==> src/rtl/regfile_xfer_sequencer.sv <==
// regfile_xfer_sequencer
//   Sequencer for LDM/STM-style multi-register transfers. It captures a
//   register list and a base address, then issues one register per cycle in
//   ascending order. Each beat carries a one-hot register address and a word
//   address. An optional base-writeback beat follows, then a done pulse.
//
// Optional feature: define REGSEQ_ABORT_EN to add the abort input and the
//   aborted output. The default build has no abort port, and every transfer
//   runs to completion.
//
// Ports
//   clk         clock, rising edge
//   reset       asynchronous active-low reset
//   start       request pulse, sampled only in IDLE
//   reglist     register list (bit i = register i)
//   rn          base register index
//   base        base address
//   up/pre      ARM U/P addressing bits
//   wback       base writeback requested
//   load        1 = LDM, 0 = STM
//   stall       hold current beat (XFER/WB only)
//   busy        transfer in progress, through the done cycle
//   beat_valid  register beat presented: reg_onehot, mem_addr, beat_load, last
//   wb_valid    writeback beat presented: wb_onehot, wb_value
//   done        single-cycle completion pulse
//   abort       (REGSEQ_ABORT_EN) drop remaining beats and writeback
//   aborted     (REGSEQ_ABORT_EN) flags an aborted transfer during FIN
//
// state  | meaning
// -------+------------------------------------------------------
// S_IDLE | waiting for start
// S_XFER | presenting the lowest remaining register of the list
// S_WB   | presenting the base writeback beat
// S_FIN  | done pulse, then back to IDLE
module regfile_xfer_sequencer #(
  parameter int NREGS = 16,
  parameter int AW    = 32,
  parameter int DW    = 32
) (
  input  logic             clk,
  input  logic             reset,
  input  logic             start,
  input  logic [NREGS-1:0] reglist,
  input  logic [3:0]       rn,
  input  logic [DW-1:0]    base,
  input  logic             up,
  input  logic             pre,
  input  logic             wback,
  input  logic             load,
  input  logic             stall,
`ifdef REGSEQ_ABORT_EN
  input  logic             abort,
  output logic             aborted,
`endif
  output logic             busy,
  output logic             beat_valid,
  output logic [AW-1:0]    reg_onehot,
  output logic [DW-1:0]    mem_addr,
  output logic             beat_load,
  output logic             last,
  output logic             wb_valid,
  output logic [AW-1:0]    wb_onehot,
  output logic [DW-1:0]    wb_value,
  output logic             done
);

  localparam int CW = $clog2(NREGS + 1);

  typedef enum logic [1:0] {
    S_IDLE = 2'd0,
    S_XFER = 2'd1,
    S_WB   = 2'd2,
    S_FIN  = 2'd3
  } state_t;

  state_t           state_q, state_d;
  logic [NREGS-1:0] mask_q, mask_d;
  logic [CW-1:0]    cnt_q, cnt_d;
  logic [DW-1:0]    addr_q, addr_d;
  logic [DW-1:0]    wbval_q, wbval_d;
  logic [3:0]       rn_q, rn_d;
  logic             load_q, load_d;
  logic             wbdo_q, wbdo_d;
`ifdef REGSEQ_ABORT_EN
  logic             abt_q, abt_d;
`endif

  logic [CW-1:0]    n_regs;
  logic [DW-1:0]    n_bytes;
  logic [DW-1:0]    start_addr;
  logic [DW-1:0]    new_base;
  logic [NREGS-1:0] low_bit;
  logic             abort_hit;

  function automatic logic [CW-1:0] popcount(input logic [NREGS-1:0] v);
    logic [CW-1:0] c;
    c = '0;
    for (int i = 0; i < NREGS; i++) c = c + CW'(v[i]);
    return c;
  endfunction

  always_comb begin
    n_regs  = popcount(reglist);
    n_bytes = DW'(n_regs) << 2;
    unique case ({up, pre})
      2'b10:   start_addr = base;
      2'b11:   start_addr = base + DW'(4);
      2'b00:   start_addr = base - n_bytes + DW'(4);
      default: start_addr = base - n_bytes;
    endcase
    new_base = up ? (base + n_bytes) : (base - n_bytes);
  end

  // Isolate the lowest set bit of the remaining list.
  assign low_bit = mask_q & (~mask_q + NREGS'(1));

`ifdef REGSEQ_ABORT_EN
  assign abort_hit = abort & ((state_q == S_XFER) | (state_q == S_WB));
`else
  assign abort_hit = 1'b0;
`endif

  always_ff @(posedge clk or negedge reset) begin
    if (!reset) begin
      state_q <= S_IDLE;
      mask_q  <= '0;
      cnt_q   <= '0;
      addr_q  <= '0;
      wbval_q <= '0;
      rn_q    <= '0;
      load_q  <= 1'b0;
      wbdo_q  <= 1'b0;
`ifdef REGSEQ_ABORT_EN
      abt_q   <= 1'b0;
`endif
    end else begin
      state_q <= state_d;
      mask_q  <= mask_d;
      cnt_q   <= cnt_d;
      addr_q  <= addr_d;
      wbval_q <= wbval_d;
      rn_q    <= rn_d;
      load_q  <= load_d;
      wbdo_q  <= wbdo_d;
`ifdef REGSEQ_ABORT_EN
      abt_q   <= abt_d;
`endif
    end
  end

  always_comb begin
    state_d = state_q;
    mask_d  = mask_q;
    cnt_d   = cnt_q;
    addr_d  = addr_q;
    wbval_d = wbval_q;
    rn_d    = rn_q;
    load_d  = load_q;
    wbdo_d  = wbdo_q;
`ifdef REGSEQ_ABORT_EN
    abt_d   = abt_q;
`endif
    unique case (state_q)
      S_IDLE: begin
        if (start) begin
          mask_d  = reglist;
          cnt_d   = n_regs;
          addr_d  = start_addr;
          wbval_d = new_base;
          rn_d    = rn;
          load_d  = load;
          // A loaded base register wins over the written-back base.
          wbdo_d  = wback & ~(load & reglist[rn]);
          if (n_regs != '0)                    state_d = S_XFER;
          else if (wback & ~(load & reglist[rn])) state_d = S_WB;
          else                                 state_d = S_FIN;
        end
      end
      S_XFER: begin
        if (abort_hit) begin
          state_d = S_FIN;
`ifdef REGSEQ_ABORT_EN
          abt_d   = 1'b1;
`endif
        end else if (!stall) begin
          mask_d = mask_q & (mask_q - NREGS'(1));
          cnt_d  = cnt_q - CW'(1);
          addr_d = addr_q + DW'(4);
          if (cnt_q == CW'(1)) state_d = wbdo_q ? S_WB : S_FIN;
        end
      end
      S_WB: begin
        if (abort_hit) begin
          state_d = S_FIN;
`ifdef REGSEQ_ABORT_EN
          abt_d   = 1'b1;
`endif
        end else if (!stall) begin
          state_d = S_FIN;
        end
      end
      default: begin
        state_d = S_IDLE;
`ifdef REGSEQ_ABORT_EN
        abt_d   = 1'b0;
`endif
      end
    endcase
  end

  always_comb begin
    busy       = (state_q != S_IDLE);
    beat_valid = (state_q == S_XFER);
    reg_onehot = beat_valid ? AW'(low_bit) : '0;
    mem_addr   = beat_valid ? addr_q : '0;
    beat_load  = beat_valid & load_q;
    last       = beat_valid & (cnt_q == CW'(1));
    wb_valid   = (state_q == S_WB);
    wb_onehot  = wb_valid ? (AW'(1) << rn_q) : '0;
    wb_value   = wb_valid ? wbval_q : '0;
    done       = (state_q == S_FIN);
`ifdef REGSEQ_ABORT_EN
    aborted    = abt_q;
`endif
  end

endmodule

==> config.mk <==
export PLATFORM = sky130hd
export DESIGN_NAME = regfile_xfer_sequencer
export DESIGN_NICKNAME = d
export VERILOG_FILES = /design/src/rtl/regfile_xfer_sequencer.sv
export SDC_FILE = /design/constraint.sdc
export NUM_CORES = 1
export LEC_CHECK = 0
export BUFFER_PORTS_ARGS = -buffer_cell sky130_fd_sc_hd__buf_4
export CORE_ASPECT_RATIO = 1.1
export CORE_MARGIN = 5
export CORE_UTILIZATION = 35
export CTS_CLUSTER_SIZE = 28
export DETAILED_ROUTE_END_ITERATION = 16
export PLACE_DENSITY_LB_ADDON = 0.1
export SETUP_SLACK_MARGIN = 0.1
export SKIP_CTS_REPAIR_TIMING = 1
export SYNTH_ARGS = -nofsm -noshare
export SYNTH_HDL_FRONTEND = slang
export SYNTH_SLANG_ARGS = --single-unit
==> constraint.sdc <==
create_clock -name clk -period 2.2 [get_ports clk]
set_input_delay 0 -clock clk [delete_from_list [all_inputs] [get_ports clk]]
set_output_delay 0 -clock clk [all_outputs]
set_load 0.05 [all_outputs]
Word level (Yosys, flattened, before mapping)
Index checks and enable logic that the tools add are counted.

operators by class
  multiplexer cells = 25
  divide/modulo/power cells = 0
  order comparisons = 1
  reduce and logical (&&, ||, !) cells = 8
  bitwise logic cells = 8
  add/subtract/negate cells = 23
  shifts and indexed selects = 1
  $mul = 0
  equal/unequal tests = 10

operator list
  operator                                                    number
  two-way mux 32 bit                                          6
  adder 32 x 3 -> 32 bit, second input constant               3
  case mux 32 bit (3 select lines)                            1
  case mux 32 bit (2 select lines)                            1
  adder 5 x 1 -> 5 bit                                        11
  two-way mux 16 bit                                          3
  adder 32 x 7 -> 32 bit                                      1
  AND 16 bit                                                  2
  case mux 16 bit (2 select lines)                            1
  left shift 1 x 4 -> 32 bit, first input constant            1
  subtractor 32 x 7 -> 32 bit                                 1
  adder 16 x 1 -> 16 bit, second input constant               1
  NOT 16 bit                                                  1
  subtractor 16 x 1 -> 16 bit, second input constant          1
  two-way mux 2 bit                                           5
  two-way mux 5 bit                                           2
  case mux 5 bit (2 select lines)                             1
  == test 2 bit, second input constant                        4
  inequality test 2 bit, second input constant                3
  case mux 2 bit (3 select lines)                             1
  adder 4 x 1 -> 5 bit                                        1
  == test 5 x 1 -> 1 bit, second input constant               1
  less-than comparator 4 x 5 -> 1 bit, second input constant  1
  nonzero test 5 bit                                          1
  15 further kinds                                            22

word-level totals
  output and inout port bits = 134
  bits in latches = 0
  memories = 0
  ROM bits = 0
  register bits after elaboration = 93
  RAM bits = 0

Depth between registers and ports, before layout
Gate-level depths: netlist of the first run.

  word-level depth = 20
  depth in mapped cells = 25

Least setup slack after synthesis of the first run
OpenSTA, ideal clock, no wires.

  path type = input to register
  start point = input port reglist[5]
  end point = register addr_q[26]
  setup slack = -3.741 ns
  library setup time = 0.087 ns
  data arrival time = 5.854 ns
  stages on the path = 23
  path through = inv_1 > fa_1 > inv_1 > fa_1 > fa_1 > inv_1 > fa_1 > inv_1 > ha_1 > inv_1 > fa_1 > xnor2_1 > ha_1 > buf_2 > and2b_1 > a2111oi_4 > o2111ai_1 > a21o_1 > a2111o_1 > nor4_4 > nor2_1 > o311a_1 > a211oi_2

between the ends
  cells in the longest elaborated chain, start to end = 16

RTL lines
  item                                   RTL line  RTL
  start, declared                        43        input logic [NREGS-1:0] reglist,
  adder 5 x 1 -> 5 bit * (11 in series)  98        for (int i = 0; i < NREGS; i++) c = c + CW'(v[i]);
  subtractor 32 x 7 -> 32 bit *          108, 109
  adder 32 x 3 -> 32 bit                 108       2'b00: start_addr = base - n_bytes + DW'(4);
  case mux 32 bit (3 select lines) *     105       unique case ({up, pre})
  two-way mux 32 bit *                   165       if (start) begin
  case mux 32 bit (2 select lines) *     163       unique case (state_q)
  end signal, assigned                   140       addr_q <= addr_d;
  end, declared                          79        logic [DW-1:0] addr_q, addr_d;

Mark *: on every way between the ends. The rest lies on a longest branch, timed or not. The select of a mux whose other input is x is not followed.
A chain may end at the register's enable or synchronous reset.

Final worst setup path of the first run
  start point = input port reglist[11]
  end point = register addr_q[26]

between the ends
  cells in the longest elaborated chain, start to end = 10

RTL lines
  item                                  RTL line
  adder 5 x 1 -> 5 bit * (5 in series)  98
  subtractor 32 x 7 -> 32 bit *         108, 109
  adder 32 x 3 -> 32 bit                108
  case mux 32 bit (3 select lines) *    105
  two-way mux 32 bit *                  165
  case mux 32 bit (2 select lines) *    163

Marked as above.

==> out/results.ini, run 1 <==
[timing]
worst_slew_pin_slew_ns = 0.5465
min_period_ns = 5.656
fin_crit_sh = 2.571
fmax_mhz = 176.8
rsz0062_at_grt = true
whs_ns = -0.01441
setup_ws_ns = -3.456
relSlewSlack = 0.6330
setup_viol = 73
hold_viol = 2
slew_viol_final = 0
skew_ns = 0.01216

[clock_network]
worstSkewPairLatency_ns = 0.38
h-tree-depth = 3
numCtsBuffers = 9
cts_tree = done
cts_sinks = 93
cts_root_buf = clkbuf_16
path_clk_slew_ns = 0.08
cts.path.max_buffers = 2

[floorplan]
fp.dieW_um = 170.6
initial_utilization = 0.3563
die_area_um2 = 31840
dieHeight_um = 186.7
rows = 64
core_um2 = 27870
pin_count = 194

[synthesis]
ys_ff_latch = 93
yosysWarnings = 0
ys_seq_area_frac = 0.2344
syn_inst = 1328
yosysTopAreaCellShare = 0.2344
synth_area_leaders = dfrtp_1, nand2_1, o21ai_0
synth_top_cell_by_area = dfrtp_1
syn-cell-area_um2 = 9930
postSynth.asyncResetShare = 1.000
avgSynthCellArea_um2 = 7.477
synth.distinct_cells = 91
synth_edf_count = 0
synth_flop_cell = dfrtp_1

[critical_path]
arrival_ns = 5.95
required_ns = 2.50
cp-end-kind = flip-flop
critPathKind = in2reg
crit_path_max_fanout = 5
critical_path.startpoint_type = primary input

[global_routing]
grt_usage = 0.2528
grt_start_max_net_pins = 69
grt_pass1_wl_um = 63770
antenna_found_initial = 0
grt_pass1_vias = 11403
grt.overflow.total = 0

[detailed_routing]
drt_wl_total_um = 43190
wl_per_cell_um = 19.86
initialDrtViolationCount = 838
drtAntennaViolNets = 0
via_per_inst = 5.448
drc = 0
vias = 11850
drt_pass1_iterations = 5

[place]
place_ws_ns = -3.907
post-place-cells = 2085
portBuffers = 161
dp_hpwl_um = 33630
globalplace.congestion = 0.9480

[power_and_ir_drop]
p_per_area_nw_per_um2 = 1276
peakVddDrop_uv = 796.2
p_leak_uw = 0.007107
power_uw = 20530

[final_layout]
fill_cells = 2624
stdcell_count = 2175
syn_to_final_growth_pct = 62.05
antenna_cells = 0
layout-drive-gt1-share = 0.4255
nets = 1906

[flow_run]
timing.max_cap.violations = 0

[run_status]
outcome = complete, but fails checks
violations = negative hold slack, negative setup slack

[hold_path]
hold_path.class = in2reg

layout make-up:
type / count / area (um2) / area share
multi-input combinational: 1079 / 7991 / 0.4967
timing repair buffer: 561 / 4715 / 0.2930
sequential: 93 / 2328 / 0.1447
tap: 363 / 454.2 / 0.02823
inverter: 63 / 246.5 / 0.01532
clock buffer: 10 / 239.0 / 0.01485
clock inverter: 6 / 116.4 / 0.007232
worst max-delay path: stages:
cell and delay, ns:
buf_8 0.10, fa_1 0.54, inv_1 0.05, fa_1 0.48, inv_1 0.05, fa_1 0.50, inv_1 0.06, fa_1 0.49
inv_2 0.05, ha_4 0.16, inv_2 0.05, fa_2 0.46, fa_2 0.38, nor4b_4 0.17, or3_4 0.41, buf_6 0.14
nor3_4 0.28, xnor2_1 0.11, o41a_1 0.43, buf_4 0.17, nor4_4 0.34, nor2_1 0.10, o311a_1 0.31, a211oi_2 0.14
worst paths after layout:
check,from,endpoint,slack [ns],depth (start not counted)
worst max register to register,addr_q[2],addr_q[26],-0.28,9
worst min-delay path,reglist[13],mask_q[13],-0.01,3
worst min register to register,wbval_q[0],wbval_q[0],0.47,2
min in group asynchronous,reset,wbval_q[1],0.11,2
worst max-delay path,reglist[11],addr_q[26],-3.46,24
max in group asynchronous,reset,mask_q[0],1.37,3
synth_stat cells (14+ instances only):
cell / number
nand4_1: 24
inv_1: 61
nand3_1: 47
ha_1: 27
nor2_1: 93
xor2_1: 31
a21oi_1: 71
and2_1: 68
o21ai_0: 101
xnor2_1: 51
buf_4: 32
dfrtp_1: 93
nor3_1: 59
nand2b_1: 14
nor4_1: 22
clkbuf_1: 75
o22ai_1: 15
a31oi_1: 17
and3_1: 19
nand2_1: 153
a21o_1: 20
sequential cells by signal, summed over array words and instances (netlist names):
signal and count:
wbval_q 32, mask_q 16, rn_q 4, wbdo_q 1
cnt_q 5, load_q 1, state_q 2, addr_q 32
power breakdown:
group	total, uW	switching, uW	internal, uW
Clock	1940	782	1150
Sequential	3240	721	2520
Combinational	15400	8470	6890
layout by cell type (no fill, tap or decap), types with 12 or more instances in the layout:
cell type	instances
and2_1	63
a21oi_1	67
and3_1	16
ha_1	15
nand4_1	24
nand2b_1	12
buf_12	13
nor2_2	13
o21ai_1	42
buf_6	54
buf_4	468
nor3_2	18
nand2_1	139
nand3_1	40
o21ai_0	49
a21o_1	20
a31oi_1	14
inv_1	52
dlygate4sd3_1	16
xor2_1	28
xnor2_1	43
dfrtp_1	92
o22ai_1	12
conb_1	32
nor2_1	75
nand2_2	12
nor3_1	34
logic make-up (layout without fill, tap and decap cells):
group,Yosys count,in the layout,share of synthesized area
AND/OR/NAND/NOR,567,567,0.2975
AO/OA/AOI/OAI,339,339,0.2252
buffers and inverters,187,640,0.08468
flip-flops,93,93,0.2344
XOR/XNOR,82,82,0.07233
adder cells (fa/ha/maj),39,39,0.05822
multiplexers,20,20,0.02734
other,1,32,0.0003777
per-stage QoR:
step	TNS [ns]	util	area, um2
after CTS	-178.35	0.5242	14610
after global placement	-198.66	0.5115	14250
after global routing	-184.18	0.5774	16090
after detailed placement	-201.44	0.5115	14250
after floorplan	-162.46	-	10720
final	-171.80	0.5774	16090
routing by layer:
| layer | up-vias | track usage | part of all wire |
|---|---|---|---|
| met3 | 109 | 0.03344 | 0.054 |
| met5 | - | 0 | 0 |
| met4 | 0 | 0.1081 | 0.048 |
| met1 | 5714 | 0.3087 | 0.40 |
| li1 | 5640 | - | - |
| met2 | 387 | 0.4423 | 0.50 |
(Power assumes the default switching activity.)
==> inputs of run 2 (changes only) <==
Settings changed: CORE_ASPECT_RATIO 1.1 to 1.25, REMOVE_ABC_BUFFERS from default to 1, SLEW_MARGIN from default to 0.
==> run 2 against run 1 <==
Compared with the run above:
- the run still ends with negative hold slack, negative setup slack left
- flip-flop and latch count unchanged
- clock skew shrank 0.0041 ns
- non-clock buffer count down 25
- hold slack worse by 0.0017 ns
- die area hardly changed
- clock-buffer cell count did not move
- routed wire length decreased by 4.1%
- sequential share of layout area up 0.86 points
- combinational power is 8% lower
- critical path type unchanged
==> out/results.ini, run 2 (same netlist as run 1, synthesis figures left out) <==
[global_routing]
grt.overflow.total = 0  ; unchanged
grt_start_max_net_pins = 69  ; unchanged
antenna_found_initial = 0  ; unchanged
grt_usage = 0.2473  ; was 0.2528
grt_pass1_vias = 11303  ; was 11403
grt_pass1_wl_um = 62180  ; was 63770 um

[clock_network]
cts_tree = done  ; unchanged
cts_sinks = 93  ; unchanged
cts_root_buf = clkbuf_16  ; unchanged
numCtsBuffers = 9  ; unchanged
cts.path.max_buffers = 2  ; unchanged
path_clk_slew_ns = 0.08  ; about the same
h-tree-depth = 3  ; unchanged
worstSkewPairLatency_ns = 0.37  ; was 0.38 ns

[power_and_ir_drop]
peakVddDrop_uv = 613.2  ; was 796.2 uV
power_uw = 19000  ; was 20530 uW
p_leak_uw = 0.006796  ; was 0.007107 uW
p_per_area_nw_per_um2 = 1252  ; was 1276 nW/um2

[detailed_routing]
routed-wl-met3_um = 2150  ; was 2333 um
met2WireLength_um = 21070  ; was 21420 um
top_layer_used = met5  ; was met4
drtAntennaViolNets = 0  ; unchanged
via_per_inst = 5.448  ; about the same
initialDrtViolationCount = 769  ; was 838
drc = 0  ; unchanged
wl_per_cell_um = 19.33  ; was 19.86 um
vias = 11669  ; was 11850
drt_pass1_iterations = 5  ; unchanged
drt_wl_total_um = 41410  ; was 43190 um
wl_met1_um = 16690  ; was 17340 um

[critical_path]
reg2reg_from = addr_q[2]  ; unchanged
critical_path.startpoint_type = primary input  ; unchanged
critPathKind = in2reg  ; unchanged
path_delay_family = adder cells  ; unchanged
arrival_ns = 5.96  ; was 5.95 ns
startpoint = reglist[11]  ; unchanged
cp_slowest_cell = fa_1  ; unchanged
path_buf_inv = 8  ; unchanged
path_common_cell = fa_1  ; unchanged
crit_path_max_fanout = 6  ; was 5
cpPeakStageDelay_ns = 0.52  ; was 0.54 ns
required_ns = 2.50  ; about the same
cp-end-kind = flip-flop  ; unchanged

[timing]
skew_ns = 0.008053  ; was 0.01216 ns
min_period_ns = 5.667  ; was 5.656 ns
rsz0062_at_grt = true  ; unchanged
worst_slew_pin_slew_ns = 0.6810  ; was 0.5465 ns
relSlewSlack = 0.5460  ; was 0.6330
hold_viol = 1  ; was 2
fin_crit_sh = 2.576  ; was 2.571
fin_setup_tns_ns = -176.30  ; was -171.80 ns
whs_ns = -0.01609  ; was -0.01441 ns
setup_ws_ns = -3.467  ; was -3.456 ns
fmax_mhz = 176.5  ; was 176.8 MHz
setup_viol = 72  ; was 73
slew_viol_final = 0  ; unchanged

[final_layout]
antenna_cells = 0  ; unchanged
nets = 1881  ; was 1906
final_cell_mix = buf_4, nand2_1, dfrtp_1  ; unchanged
layout-drive-gt1-share = 0.3811  ; was 0.4255
syn_to_final_growth_pct = 52.87  ; was 62.05%
top_regs = addr_q x32, wbval_q x32, mask_q x16  ; unchanged
mostFrequentLayoutCell = buf_4  ; unchanged
utilization = 0.5377  ; was 0.5774
stdcell_count = 2142  ; was 2175

[floorplan]
dieHeight_um = 198.3  ; was 186.7 um
core_um2 = 28230  ; was 27870 um2
rows = 69  ; was 64
die_area_um2 = 31860  ; was 31840 um2
fp.dieW_um = 160.7  ; was 170.6 um
initial_utilization = 0.3517  ; was 0.3563
pin_count = 194  ; unchanged

[place]
globalplace.congestion = 0.9600  ; was 0.9480
portBuffers = 161  ; unchanged
place_ws_ns = -4.168  ; was -3.907 ns
post-place-cells = 2091  ; was 2085
dp_hpwl_um = 32510  ; was 33630 um

[run_status]
outcome = complete, but fails checks  ; unchanged
violations = negative hold slack, negative setup slack  ; unchanged

[hold_path]
min_from = base[19]  ; was reglist[13]
hold_path.class = in2reg  ; unchanged

[flow_run]
timing.max_cap.violations = 0  ; unchanged

## run 2: area by class of cell
class	count	area [um2]
clock buffer	10	239.0
inverter	63	236.5
sequential	93	2327
clock inverter	6	68.82
tap	355	444.2
fill	2787	13050
multi-input combinational	1079	7600
timing repair buffer	536	4264
## run 2: worst min-delay path: stages
cell     delay (ns)
buf_4          0.13
xor2_1         0.07
o21ai_0        0.13
## run 2: stage by stage
| stage | hold slack [ns] | instance area (um2) |
|---|---|---|
| 6_report | -0.01609 | 15180 |
| 5_1_grt | 0.007326 | 15180 |
| 4_1_cts | -0.4700 | 14050 |
| 3_5_place_dp | -0.07080 | 13740 |
| 3_3_place_gp | -0.07142 | 13740 |
| 2_1_floorplan | -0.2956 | 9442 |
## run 2: worst paths after layout
kind / endpoint / slack [ns] / depth (start not counted)
max in group asynchronous: wbval_q[31] / 1.50 / 3
worst min-delay path: wbval_q[19] / -0.02 / 3
worst max register to register: addr_q[26] / -0.24 / 10
worst max-delay path: addr_q[26] / -3.47 / 25
worst min register to register: wbval_q[1] / 0.47 / 2
min in group asynchronous: wbval_q[3] / 0.08 / 2
## run 2: layer usage
layer	track usage	vias up
met5	0.01061	-
met4	0.1030	2
met3	0.04018	85
met2	0.4421	401
met1	0.2935	5598
li1	-	5583
## run 2: power by group
group          switching [uW]  internal (uW)
registers                 637           2520
logic                    7970           6110
clock network             833            924
total                    9440           9560
==> inputs of run 3 (changes only) <==
Settings changed: CORE_UTILIZATION 35 to 40, PLACE_DENSITY_LB_ADDON 0.1 to 0.08.
==> run 3 against run 2 <==
Compared with the run above:
- the flow still finishes with violations (negative hold slack, negative setup slack)
- flip-flop and latch count did not move
- clock skew fell by 0.0036 ns
- clock power fell by 9%
- register-to-register slack improved by 0.13 ns
- sequential power barely moved
- clock-buffer cell count is 1 higher
- via count is 1.9% higher
==> out/results.ini, run 3 (same netlist as run 1, synthesis figures left out) <==
[final_layout]
seq_area_um2 = 2327  ; unchanged
multi_input_area_um2 = 8044  ; was 7600 um2
stdcell_count = 2147  ; was 2142
nets = 1913  ; was 1881
syn_to_final_growth_pct = 62.36  ; was 52.87%
antenna_cells = 0  ; unchanged
mostFrequentLayoutCell = buf_4  ; unchanged
layout-drive-gt1-share = 0.4304  ; was 0.3811
top_regs = addr_q x32, wbval_q x32, mask_q x16  ; unchanged
fill_cells = 2138  ; was 2787
final_cell_mix = buf_4, nand2_1, dfrtp_1  ; unchanged

[critical_path]
arrival_ns = 5.91  ; was 5.96 ns
startpoint = reglist[11]  ; unchanged
ff2ff_setup_slack_ns = -0.11  ; was -0.24 ns
crit_path_max_fanout = 8  ; was 6
required_ns = 2.44  ; was 2.50 ns
r2r-end = addr_q[26]  ; unchanged
cpPeakStageDelay_ns = 0.55  ; was 0.52 ns
cp_slowest_cell = fa_1  ; unchanged
reg2reg_from = addr_q[2]  ; unchanged
reg2reg_depth = 10  ; unchanged
critPathKind = in2reg  ; unchanged
path_common_cell = inv_2  ; was fa_1
critical_path.startpoint_type = primary input  ; unchanged
cp-end-kind = flip-flop  ; unchanged

[global_routing]
grt_usage = 0.2806  ; was 0.2473
grt_pass1_wl_um = 61850  ; was 62180 um
antenna_found_initial = 0  ; unchanged
grt.overflow.total = 0  ; unchanged
grt_pass1_vias = 11316  ; was 11303
grt_start_max_net_pins = 69  ; unchanged

[clock_network]
path_clk_slew_ns = 0.07  ; was 0.08 ns
h-tree-depth = 3  ; unchanged
worstSkewPairLatency_ns = 0.36  ; was 0.37 ns
cts_tree = done  ; unchanged
numCtsBuffers = 9  ; unchanged
cts_sinks = 93  ; unchanged
cts_root_buf = clkbuf_16  ; unchanged
cts.path.max_buffers = 2  ; unchanged

[timing]
slew_viol_final = 0  ; unchanged
relSlewSlack = 0.5746  ; was 0.5460
fin_setup_tns_ns = -171.22  ; was -176.30 ns
worst_slew_pin_slew_ns = 0.6381  ; was 0.6810 ns
skew_ns = 0.004419  ; was 0.008053 ns
min_period_ns = 5.667  ; about the same
rsz0062_at_grt = true  ; unchanged
whs_ns = -0.03851  ; was -0.01609 ns
setup_viol = 74  ; was 72
setup_ws_ns = -3.467  ; about the same
fin_crit_sh = 2.576  ; about the same
hold_viol = 2  ; was 1
fmax_mhz = 176.5  ; about the same

[floorplan]
die_area_um2 = 28090  ; was 31860 um2
initial_utilization = 0.4052  ; was 0.3517
fp.dieW_um = 150.9  ; was 160.7 um
core_um2 = 24500  ; was 28230 um2
pin_count = 194  ; unchanged
dieHeight_um = 186.2  ; was 198.3 um
rows = 64  ; was 69

[detailed_routing]
drtAntennaViolNets = 0  ; unchanged
wl_met1_um = 17150  ; was 16690 um
vias = 11894  ; was 11669
via_per_inst = 5.540  ; was 5.448
drt_pass1_iterations = 5  ; unchanged
initialDrtViolationCount = 803  ; was 769
met2WireLength_um = 21780  ; was 21070 um
top_layer_used = met4  ; was met5
routed-wl-met3_um = 2009  ; was 2150 um
wl_per_cell_um = 19.75  ; was 19.33 um
drc = 0  ; unchanged
drt_wl_total_um = 42400  ; was 41410 um

[power_and_ir_drop]
p_per_area_nw_per_um2 = 1272  ; was 1252 nW/um2
p_sw_frac = 0.4922  ; was 0.4971
p_leak_uw = 0.007128  ; was 0.006796 uW
peakVddDrop_uv = 721.4  ; was 613.2 uV
internal_power_uw = 10410  ; was 9555 uW
switchingPower_uw = 10090  ; was 9444 uW
pwr-share-clk = 0.079  ; was 0.092
pwr-share-comb = 0.767  ; was 0.741
p_seq_frac = 0.155  ; was 0.166
power_uw = 20500  ; was 19000 uW

[place]
dp_hpwl_um = 31780  ; was 32510 um
post-place-cells = 2062  ; was 2091
portBuffers = 161  ; unchanged
globalplace.congestion = 0.9714  ; was 0.9600

[hold_path]
whs_path_depth = 3  ; unchanged
min_from = base[14]  ; was base[19]
hold_path.class = in2reg  ; unchanged
hold_end = wbval_q[14]  ; was wbval_q[19]

[run_status]
violations = negative hold slack, negative setup slack  ; unchanged
outcome = complete, but fails checks  ; unchanged

[flow_run]
timing.max_cap.violations = 0  ; unchanged

[run 3: cell types whose count changed in the layout (fill, tap and decap cells not counted), sizes merged]
cell	previous run	this run
inv	63	61
clkinv	4	3
bufinv	1	0
clkinvlp	1	2
clkbuf	10	14
buf	515	546
dlygate4sd3	21	19
[run 3: critical path, delay by kind of cell]
kind | cells | cell delay [ns]
AOI/OAI and AO/OA | 4 | 1.11
xor gates and xnor gates | 2 | 0.39
adders and majority gates | 7 | 2.55
buffers and inverters | 9 | 0.78
and+or+nand+nor | 4 | 1.06
[run 3: power groups by stage]
| stage | clock [uW] | combinational (uW) | sequential, uW |
|---|---|---|---|
| after floorplan | 0 | 7120 | 3060 |
| after global placement | 0 | 12300 | 3110 |
| after detailed placement | 0 | 12400 | 3140 |
| after CTS | 1630 | 12500 | 3100 |
| after global routing | 1700 | 16900 | 3280 |
| final | 1610 | 15700 | 3170 |
[run 3: how the worst max path moves through the flow]
stage | end | slack (ns)
2_1_floorplan | addr_q[30] | -4.06
3_3_place_gp | addr_q[28] | -4.10
3_5_place_dp | addr_q[26] | -4.12
4_1_cts | addr_q[26] | -3.76
5_1_grt | addr_q[28] | -3.64
6_report | addr_q[28] | -3.47
[run 3: metrics by stage]
stage | util | setup WS [ns] | hold slack [ns] | cell area [um2]
after floorplan | - | -4.062 | -0.2956 | 9442
after global placement | 0.5588 | -4.098 | 0.03177 | 13690
after detailed placement | 0.5588 | -4.117 | 0.03071 | 13690
after CTS | 0.5700 | -3.758 | -0.3548 | 13970
after global routing | 0.6579 | -3.640 | 0.001796 | 16120
final | 0.6579 | -3.467 | -0.03851 | 16120
[run 3: final cells by class]
| type | instances | share of cell area |
|---|---|---|
| clock buffer | 11 | 0.01568 |
| clock inverter | 3 | 0.001319 |
| inverter | 63 | 0.01506 |
| multi-input combinational | 1079 | 0.4990 |
| sequential | 93 | 0.1444 |
| tap | 330 | 0.02561 |
| timing repair buffer | 568 | 0.2990 |
[run 3: metal layers]
layer / track usage / vias to the layer above
met1: 0.3523 / 5708
met3: 0.02545 / 84
li1: - / 5662
met4: 0.08491 / 0
met2: 0.5095 / 440
met5: 0 / -
